**config.mk**
```make
export PLATFORM = sky130hd
export DESIGN_NAME = uart_transmitter_flat
export DESIGN_NICKNAME = d
export VERILOG_FILES = /design/src/rtl/uart_transmitter_if.sv /design/src/rtl/uart_transmitter.sv /design/src/flat_wrapper.sv
export SDC_FILE = /design/constraint.sdc
export NUM_CORES = 1
export LEC_CHECK = 0
export CAP_MARGIN = 20
export CORE_UTILIZATION = 28
export DETAILED_ROUTE_END_ITERATION = 7
export MAX_ROUTING_LAYER = met4
export PLACE_DENSITY_LB_ADDON = 0.15
export RECOVER_POWER = 100
export REMOVE_ABC_BUFFERS = 1
export SLEW_MARGIN = 0
export SYNTH_ARGS = -nofsm -noshare
export SYNTH_HDL_FRONTEND = slang
export SYNTH_SLANG_ARGS = --single-unit
```
**constraint.sdc**
```tcl
create_clock -name sys_clk -period 3.25 [get_ports sys_clk]
set_input_delay 0.975 -clock sys_clk [delete_from_list [all_inputs] [get_ports sys_clk]]
set_output_delay 0.975 -clock sys_clk [all_outputs]
set_load 0.03 [all_outputs]
```
**src/rtl/uart_transmitter_if.sv**
```systemverilog
`default_nettype none
// +----------------------------------------------------------------------------+
// | Module   : uart_transmitter_if                                             |
// | Purpose  : Bundles the NIOS-side request/config signals and the TX-line    |
// |            outputs of the UART transmit path.                              |
// | Signals  : usr_options[7:0]   frame/baud configuration                     |
// |            data_out_nios[7:0] byte to transmit                             |
// |            send               transmit request                             |
// |            cts                clear-to-send from the far end               |
// |            serial_out         TX line (idles high)                         |
// |            busy               frame in progress                            |
// |            tx_done            one-cycle end-of-frame pulse                 |
// | Modports : master (requester side), slave (transmitter)                    |
// | Revision : 1.0 - initial release                                           |
// +----------------------------------------------------------------------------+
interface uart_transmitter_if;
  logic [7:0] usr_options;
  logic [7:0] data_out_nios;
  logic       send;
  logic       cts;
  logic       serial_out;
  logic       busy;
  logic       tx_done;

  modport master (
    output usr_options, data_out_nios, send, cts,
    input  serial_out, busy, tx_done
  );

  modport slave (
    input  usr_options, data_out_nios, send, cts,
    output serial_out, busy, tx_done
  );
endinterface
`default_nettype wire

```
**src/rtl/uart_transmitter.sv**
```systemverilog
`default_nettype none
// +----------------------------------------------------------------------------+
// | Module   : uart_transmitter                                                |
// | Purpose  : UART transmit path. Sends start bit, 5-8 data bits LSB first,   |
// |            optional parity and 1-2 stop bits at one of four baud rates     |
// |            derived from sys_clk. Optional CTS gating before the start bit. |
// | Ports    : sys_clk  system clock (rising edge)                             |
// |            reset    asynchronous active-low reset                          |
// |            bus      uart_transmitter_if.slave (options, data, send, cts,   |
// |                     serial_out, busy, tx_done)                             |
// | Params   : CLK_FREQ sys_clk frequency in Hz                                |
// | Revision : 1.0 - initial release                                           |
// +----------------------------------------------------------------------------+
module uart_transmitter #(
  parameter int CLK_FREQ = 50_000_000
) (
  input logic               sys_clk,
  input logic               reset,
  uart_transmitter_if.slave bus
);

  // Counter wide enough for the slowest (9600 baud) divisor.
  localparam int c_cnt_w = $clog2(CLK_FREQ / 9600 + 1);

  localparam logic [c_cnt_w-1:0] c_div_9600   = c_cnt_w'(CLK_FREQ / 9600);
  localparam logic [c_cnt_w-1:0] c_div_19200  = c_cnt_w'(CLK_FREQ / 19200);
  localparam logic [c_cnt_w-1:0] c_div_57600  = c_cnt_w'(CLK_FREQ / 57600);
  localparam logic [c_cnt_w-1:0] c_div_115200 = c_cnt_w'(CLK_FREQ / 115200);

  typedef enum logic [2:0] {
    S_IDLE     = 3'd0,
    S_WAIT_CTS = 3'd1,
    S_START    = 3'd2,
    S_DATA     = 3'd3,
    S_PARITY   = 3'd4,
    S_STOP     = 3'd5
  } state_t;

  state_t             r_state,      w_state_next;
  logic [c_cnt_w-1:0] r_cnt,        w_cnt_next;
  logic [2:0]         r_bit_idx,    w_bit_idx_next;
  logic               r_stop_idx,   w_stop_idx_next;
  logic               r_serial_out, w_serial_next;

  // Frame settings captured at accept; only the fields that matter mid-frame.
  logic [7:0] r_data;
  logic       r_par_en;
  logic       r_par_odd;
  logic [1:0] r_len_code;
  logic       r_two_stop;
  logic [1:0] r_baud;

  logic               w_accept;
  logic               w_tx_done;
  logic [c_cnt_w-1:0] w_div_last;
  logic               w_bit_end;
  logic [2:0]         w_last_bit;
  logic               w_parity;

  always_comb begin
    w_div_last = c_div_115200 - c_cnt_w'(1);
    case (r_baud)
      2'd0:    w_div_last = c_div_9600   - c_cnt_w'(1);
      2'd1:    w_div_last = c_div_19200  - c_cnt_w'(1);
      2'd2:    w_div_last = c_div_57600  - c_cnt_w'(1);
      default: w_div_last = c_div_115200 - c_cnt_w'(1);
    endcase
  end

  assign w_bit_end  = (r_cnt == w_div_last);
  // Length code 00..11 maps to 8..5 data bits, so the last index is 7 - code.
  assign w_last_bit = 3'd7 - {1'b0, r_len_code};
  // Mask off the unsent high bits before reducing.
  assign w_parity   = (^(r_data & (8'hFF >> r_len_code))) ^ r_par_odd;

  always_comb begin
    w_state_next    = r_state;
    w_cnt_next      = r_cnt;
    w_bit_idx_next  = r_bit_idx;
    w_stop_idx_next = r_stop_idx;
    w_accept        = 1'b0;
    w_tx_done       = 1'b0;

    case (r_state)
      S_IDLE: begin
        if (bus.send) begin
          w_accept     = 1'b1;
          w_cnt_next   = '0;
          w_state_next = bus.usr_options[5] ? S_WAIT_CTS : S_START;
        end
      end
      S_WAIT_CTS: begin
        if (bus.cts) begin
          w_cnt_next   = '0;
          w_state_next = S_START;
        end
      end
      S_START: begin
        if (w_bit_end) begin
          w_cnt_next     = '0;
          w_bit_idx_next = '0;
          w_state_next   = S_DATA;
        end else begin
          w_cnt_next = r_cnt + c_cnt_w'(1);
        end
      end
      S_DATA: begin
        if (w_bit_end) begin
          w_cnt_next = '0;
          if (r_bit_idx == w_last_bit) begin
            w_stop_idx_next = 1'b0;
            w_state_next    = r_par_en ? S_PARITY : S_STOP;
          end else begin
            w_bit_idx_next = r_bit_idx + 3'd1;
          end
        end else begin
          w_cnt_next = r_cnt + c_cnt_w'(1);
        end
      end
      S_PARITY: begin
        if (w_bit_end) begin
          w_cnt_next      = '0;
          w_stop_idx_next = 1'b0;
          w_state_next    = S_STOP;
        end else begin
          w_cnt_next = r_cnt + c_cnt_w'(1);
        end
      end
      S_STOP: begin
        if (w_bit_end) begin
          w_cnt_next = '0;
          if (r_stop_idx == r_two_stop) begin
            w_tx_done    = 1'b1;
            w_state_next = S_IDLE;
          end else begin
            w_stop_idx_next = 1'b1;
          end
        end else begin
          w_cnt_next = r_cnt + c_cnt_w'(1);
        end
      end
      default: begin
        w_state_next = S_IDLE;
      end
    endcase

    // The line level is decoded from the state being entered so that the
    // registered output changes on the same edge as the state.
    case (w_state_next)
      S_START:  w_serial_next = 1'b0;
      S_DATA:   w_serial_next = r_data[w_bit_idx_next];
      S_PARITY: w_serial_next = w_parity;
      default:  w_serial_next = 1'b1;
    endcase
  end

  always_ff @(posedge sys_clk or negedge reset) begin
    if (!reset) begin
      r_state      <= S_IDLE;
      r_cnt        <= '0;
      r_bit_idx    <= '0;
      r_stop_idx   <= 1'b0;
      r_serial_out <= 1'b1;
    end else begin
      r_state      <= w_state_next;
      r_cnt        <= w_cnt_next;
      r_bit_idx    <= w_bit_idx_next;
      r_stop_idx   <= w_stop_idx_next;
      r_serial_out <= w_serial_next;
    end
  end

  always_ff @(posedge sys_clk or negedge reset) begin
    if (!reset) begin
      r_data     <= '0;
      r_par_en   <= 1'b0;
      r_par_odd  <= 1'b0;
      r_len_code <= '0;
      r_two_stop <= 1'b0;
      r_baud     <= '0;
    end else if (w_accept) begin
      r_data     <= bus.data_out_nios;
      r_par_en   <= bus.usr_options[0];
      r_par_odd  <= bus.usr_options[1];
      r_len_code <= bus.usr_options[3:2];
      r_two_stop <= bus.usr_options[4];
      r_baud     <= bus.usr_options[7:6];
    end
  end

  assign bus.serial_out = r_serial_out;
  assign bus.busy       = (r_state != S_IDLE);
  assign bus.tx_done    = w_tx_done;

endmodule
`default_nettype wire

```
**src/flat_wrapper.sv**
```systemverilog
// flat-port wrapper written by rule: the top's interface ports become plain ports
module uart_transmitter_flat 
#(
  parameter int CLK_FREQ = 50_000_000
)
  (sys_clk, reset, bus_usr_options, bus_data_out_nios, bus_send, bus_cts, bus_serial_out, bus_busy, bus_tx_done);
  uart_transmitter_if bus_i ();
  input logic sys_clk;
  input logic reset;
  input wire logic [$bits(bus_i.usr_options)-1:0] bus_usr_options;
  input wire logic [$bits(bus_i.data_out_nios)-1:0] bus_data_out_nios;
  input wire logic [$bits(bus_i.send)-1:0] bus_send;
  input wire logic [$bits(bus_i.cts)-1:0] bus_cts;
  output wire logic [$bits(bus_i.serial_out)-1:0] bus_serial_out;
  output wire logic [$bits(bus_i.busy)-1:0] bus_busy;
  output wire logic [$bits(bus_i.tx_done)-1:0] bus_tx_done;
  assign bus_i.usr_options = bus_usr_options;
  assign bus_i.data_out_nios = bus_data_out_nios;
  assign bus_i.send = bus_send;
  assign bus_i.cts = bus_cts;
  assign bus_serial_out = bus_i.serial_out;
  assign bus_busy = bus_i.busy;
  assign bus_tx_done = bus_i.tx_done;
  uart_transmitter #(.CLK_FREQ(CLK_FREQ)) u_core (.sys_clk(sys_clk), .reset(reset), .bus(bus_i));
endmodule
```
After elaboration in Yosys (flattened, before gate mapping)
Index checks and enable logic that the tools add are counted.
{"block": "word_totals", "register_bits": 36, "input_bits": 20, "wordCells": 81}
{"block": "op_classes", "shift": 1, "n_reduce_logical": 9, "n_addsub": 3, "n_bitwise": 2, "n_eq_ne": 20, "n_lt_le_gt_ge": 1, "mux": 34}
{"cell": "one-hot mux 13 bit (3 select lines)", "count": 2}
{"cell": "two-way mux 13 bit", "count": 3}
{"cell": "two-way mux 3 bit", "count": 11}
{"cell": "one-hot mux 3 bit (6 select lines)", "count": 1}
{"cell": "adder 13 x 1 -> 13 bit, second input constant", "count": 1}
{"cell": "equality test 13 bit", "count": 1}
{"cell": "equality test 3 x 2 -> 1 bit, second input constant", "count": 4}
{"cell": "two-way mux 1 bit", "count": 12}
{"cell": "equality test 3 bit, second input constant", "count": 3}
{"cell": "nonzero test 3 bit", "count": 3}
{"cell": "bitwise AND 8 bit", "count": 1}
{"cell": "!= test 2 x 1 -> 1 bit, second input constant", "count": 4}
{"cell": "XOR reduction 8 bit", "count": 1}
{"cell": "right shift 8 x 2 -> 8 bit, first input constant", "count": 1}
{"cell": "!= test 2 bit, second input constant", "count": 3}
{"cell": "one-hot mux 1 bit (3 select lines)", "count": 2}
{"cell": "one-hot mux 3 bit (2 select lines)", "count": 1}
{"cell": "AND reduction 6 bit", "count": 1}
{"cell": "< comparator 3 x 4 -> 1 bit, second input constant", "count": 1}
{"cell": "OR reduction 4 bit", "count": 1}
{"cell": "adder 3 x 1 -> 3 bit, second input constant", "count": 1}
{"cell": "binary-select mux 1 bit (select 3 bit)", "count": 1}
{"cell": "equality test 3 x 1 -> 1 bit, second input constant", "count": 1}
{"cell": "equality test 3 bit", "count": 1}
{"cell": "other kinds (9)", "count": 9}

Longest topological paths before layout
{"block": "depth", "word_depth": 8, "depth_mapped": 11}

Worst setup path after synthesis
Ideal clock, no wire load.
{"block": "synth_timing", "kind": "register to output", "from": "reg u_core.r_baud[0]", "to": "out bus_tx_done", "n_path_buf": 1, "setup_slack_ps": -156, "path_stages_with_launch": 9, "required_ps": 2275, "arrival_ps": 2431, "cell_sequence": "dfrtp_1 > inv_1 > ha_1 > or3b_1 > a221o_1 > nor4_4 > buf_6 > and3_1 > and2_1"}
{"block": "synth_via", "elab_chain_len": 5, "word_cells_on_any_way": 7, "cone_classes": "eq/ne: 3; mux: 3; reduce/logical: 1"}
{"item": "start: declaration", "line": "uart_transmitter.sv:51", "rtl": "logic [1:0] r_baud;"}
{"item": "start signal: assignment", "line": "uart_transmitter.sv:187", "rtl": "r_baud <= bus.usr_options[7:6];"}
{"item": "equality test 2 bit, or another cell as far along", "line": "uart_transmitter.sv:62", "rtl": "case (r_baud)"}
{"item": "one-hot mux 13 bit (3 select lines) (*)", "line": "uart_transmitter.sv:62"}
{"item": "equality test 13 bit (*)", "line": "uart_transmitter.sv:70", "rtl": "assign w_bit_end = (r_cnt == w_div_last);"}
{"item": "two-way mux 1 bit (*)", "line": "uart_transmitter.sv:130", "rtl": "if (w_bit_end) begin"}
{"item": "two-way mux 1 bit (*)", "line": "uart_transmitter.sv:84", "rtl": "case (r_state)"}
{"item": "end: declaration", "line": "flat_wrapper.sv:16", "rtl": "output wire logic [$bits(bus_i.tx_done)-1:0] bus_tx_done;"}
Every way passes the cells marked *; elsewhere a longest branch is shown, timed or not.

Worst setup path in the final report
Same ends and word-level chain as after synthesis.

==> metrics.txt <==
hold path cells 1; fillers 768; RSZ-0062 raised after global routing yes; # H-tree levels 2; worst-margin pin slew 1.96 ns; R2R depth 11; max-cap violations 1; Yosys reg bits 36; Total Wirelength 4600 um; antenna violations before repair 0; Die W 89.5 um; drt wl/cell 13.1 um; EDFF count, synth 0; area grow syn2layout 21.9%; Reg area 902 um^2; CTS clock-pin slew for the worst setup and hold paths 0.07 ns; Cell Area, Placed 2490 um^2; final setup vio count 0; Ant. Diodes 0; DP Wirelength 3350 um; CP max stage delay 0.36 ns; TritonCTS buffer count 5; Die Ht 89.5 um; fin crit share 98.0%; syn_area_per_cell 9.61 um^2; crit-path leading delay family simple AND/OR/NAND/NOR gates; Vias/cell 4.87; drt initial violations 110; Setup CP Type flop to output pin; layout cell share with drive strength beyond 1 15.0%; largest net degree at the start of global routing 37; reg2reg end u_core.bus.serial_out$_DFF_PN1_; final worst path period need 3.19 ns; IO Count 23; worst skew pair latency 0.28 ns; Hold Path End u_core.r_par_en$_DFFE_PN0P_; Async S/R FF share, synth 100%; hold_sp u_core.r_par_en$_DFFE_PN0P_; Initial Utilization 29.2%; DRT antenna net count 0; worst-path cell chain inv_2, ha_4, or3b_1, a221o_1, nor4_4, and3_4, and2_4, buf_6; synthesized cell area 2140 um^2; status finished, violations left; Sink Count 36; most frequent cells in the layout dfrtp_1 (35), nand2_1 (20), clkdlybuf4s50_1 (19); total gr overflow 0; Overall Power 1.47 mW; startpoint types flop; vias in the first global route 1638; most common cell after layout, fill and taps aside dfrtp_1; endpoints failing hold 0; RePlAce Congestion 0.825; clock skew 0.00546 ns; CTS Buffer Depth 2; Reg2Reg Setup Slack 0.45 ns; failing checks capacitance limit, slew limit; worst path arrival time 2.21 ns; Pwr per Cell Area 562 nW/um^2; # port buffers 22; first-pass GRT wire length 7870 um; Pins Over Slew Limit 37; slew margin rel. -30.5%; aggregate global-route resource usage 13.3%; Synth Instances 223; crit path max fanout 3; Hold Buf Count CTS 0; maximum clock frequency 0.314 GHz; RR Startpoint u_core.r_baud[0]$_DFFE_PN0P_; nets 278; HP Class flop to flop; DR vias 1714; drt pass-1 iters 4; Yosys warning count 0; WP buf/inv 2; final instance area 2610 um^2; die area 8010 um^2; crit path max-delay cell type dfrtp_1; CTS tree done; area taken by multi-input logic gates 1200 um^2; # DRC 0; CORE AREA 7330 um^2; post-synthesis sequential area ratio 42.1%; Peak VDD IR 0.207 mV; Crit path required time 2.27 ns; clock root buffer clkbuf_8; Rows 31; Leakage 1.07 nW; Critical Path End Type output pin; Synth Flop Type dfrtp_1; synth unique cells 46
-- routing by layer --
layer / vias up / GRT usage, % / wire length [um]
li1: 860 / - / -
met1: 822 / 18.8 / 2440
met2: 30 / 19.2 / 1960
met3: 2 / 2.77 / 170
met4: 0 / 3.46 / 31
met5: - / - / 0
-- worst reg2reg max path, cell delays in order (launching register included) --
cell and delay (ns):
dfrtp_1 0.36, inv_2 0.07, ha_4 0.15, or3b_1 0.36, a221o_1 0.34, nor4_4 0.18
buf_4 0.26, nand4_1 0.16, nand2_1 0.22, mux2_2 0.37, o21ai_0 0.17, o31ai_1 0.09
-- worst max-delay path by stage --
stage / start / end / slack (ns) / depth (start not counted)
after global placement: u_core.r_baud[1]$_DFFE_PN0P_ / bus_tx_done / 0.17 / 8
after floorplan: u_core.r_baud[0]$_DFFE_PN0P_ / bus_tx_done / -0.24 / 7
after global routing: u_core.r_baud[0]$_DFFE_PN0P_ / bus_tx_done / -0.07 / 8
final: u_core.r_baud[0]$_DFFE_PN0P_ / bus_tx_done / 0.06 / 8
after detailed placement: u_core.r_baud[1]$_DFFE_PN0P_ / bus_tx_done / 0.13 / 8
after CTS: u_core.r_baud[1]$_DFFE_PN0P_ / bus_tx_done / 0.01 / 8
-- flip-flops by register name (all words and copies together) (netlist names) --
signal	cells
u_core.r_bit_idx	3
u_core.r_par_en	1
u_core.r_state	3
u_core.r_cnt	13
u_core.r_data	8
u_core.r_stop_idx	1
u_core.r_len_code	2
u_core.r_par_odd	1
u_core.bus.serial_out	1
u_core.r_two_stop	1
u_core.r_baud	2
-- cells by family after synthesis --
| logic type | count (synthesis) | synth area share [%] |
|---|---|---|
| AO/OA/AOI/OAI | 49 | 14.9 |
| XOR/XNOR | 19 | 7.76 |
| adder cells (fa/ha/maj) | 6 | 3.50 |
| buffers and inverters | 16 | 3.50 |
| flip-flops | 36 | 42.1 |
| multiplexers | 14 | 7.30 |
| AND/OR/NAND/NOR | 83 | 20.9 |
-- report_power, final --
group	switching (mW)	internal (mW)
Clock	0.150	0.173
Sequential	0.108	0.542
Combinational	0.246	0.249
Total	0.505	0.965
-- cell usage after synthesis, drive strengths merged (6+ instances only) --
cell	instances	share of area, %
a21oi	8	1.9
and3	6	1.8
clkbuf	6	1.1
dfrtp	35	41
ha	6	3.5
inv	8	1.4
mux2	13	6.8
nand2	20	3.6
nand3	7	1.6
nand4	6	1.8
nor2	15	2.6
nor3	7	1.6
o21ai	17	4.0
xnor2	12	4.9
xor2	7	2.9
-- area by class of cell --
| cell class | count | share of cell area, % |
|---|---|---|
| Clock buffer | 8 | 3.45 |
| Inverter | 8 | 1.15 |
| Multi-Input combinational cell | 171 | 45.9 |
| Sequential cell | 36 | 34.5 |
| Tap cell | 99 | 4.74 |
| Timing Repair Buffer | 30 | 10.2 |
-- stage by stage --
stage          setup slack, ns  instances  TNS [ns]  hold slack, ns  utilization (%)
2_1_floorplan           -0.240        215    -0.240           0.481                -
3_3_place_gp             0.172        343         0           0.506             34.0
3_5_place_dp             0.126        343         0           0.513             34.0
4_1_cts                 0.0130        352         0           0.530             35.4
5_1_grt                -0.0692        352   -0.0692           0.554             35.7
6_report                0.0641        352         0           0.522             35.7
-- timing repair --
| action | 4_1_cts | 5_1_grt |
|---|---|---|
| pin swaps | 3 | 1 |
| setup endpoints to repair | 1 | 1 |
| resized for setup | 2 | 7 |
| setup buffers | 1 | 0 |
| cloned | 0 | 0 |
Note: power is estimated with default switching activity, not from simulation.
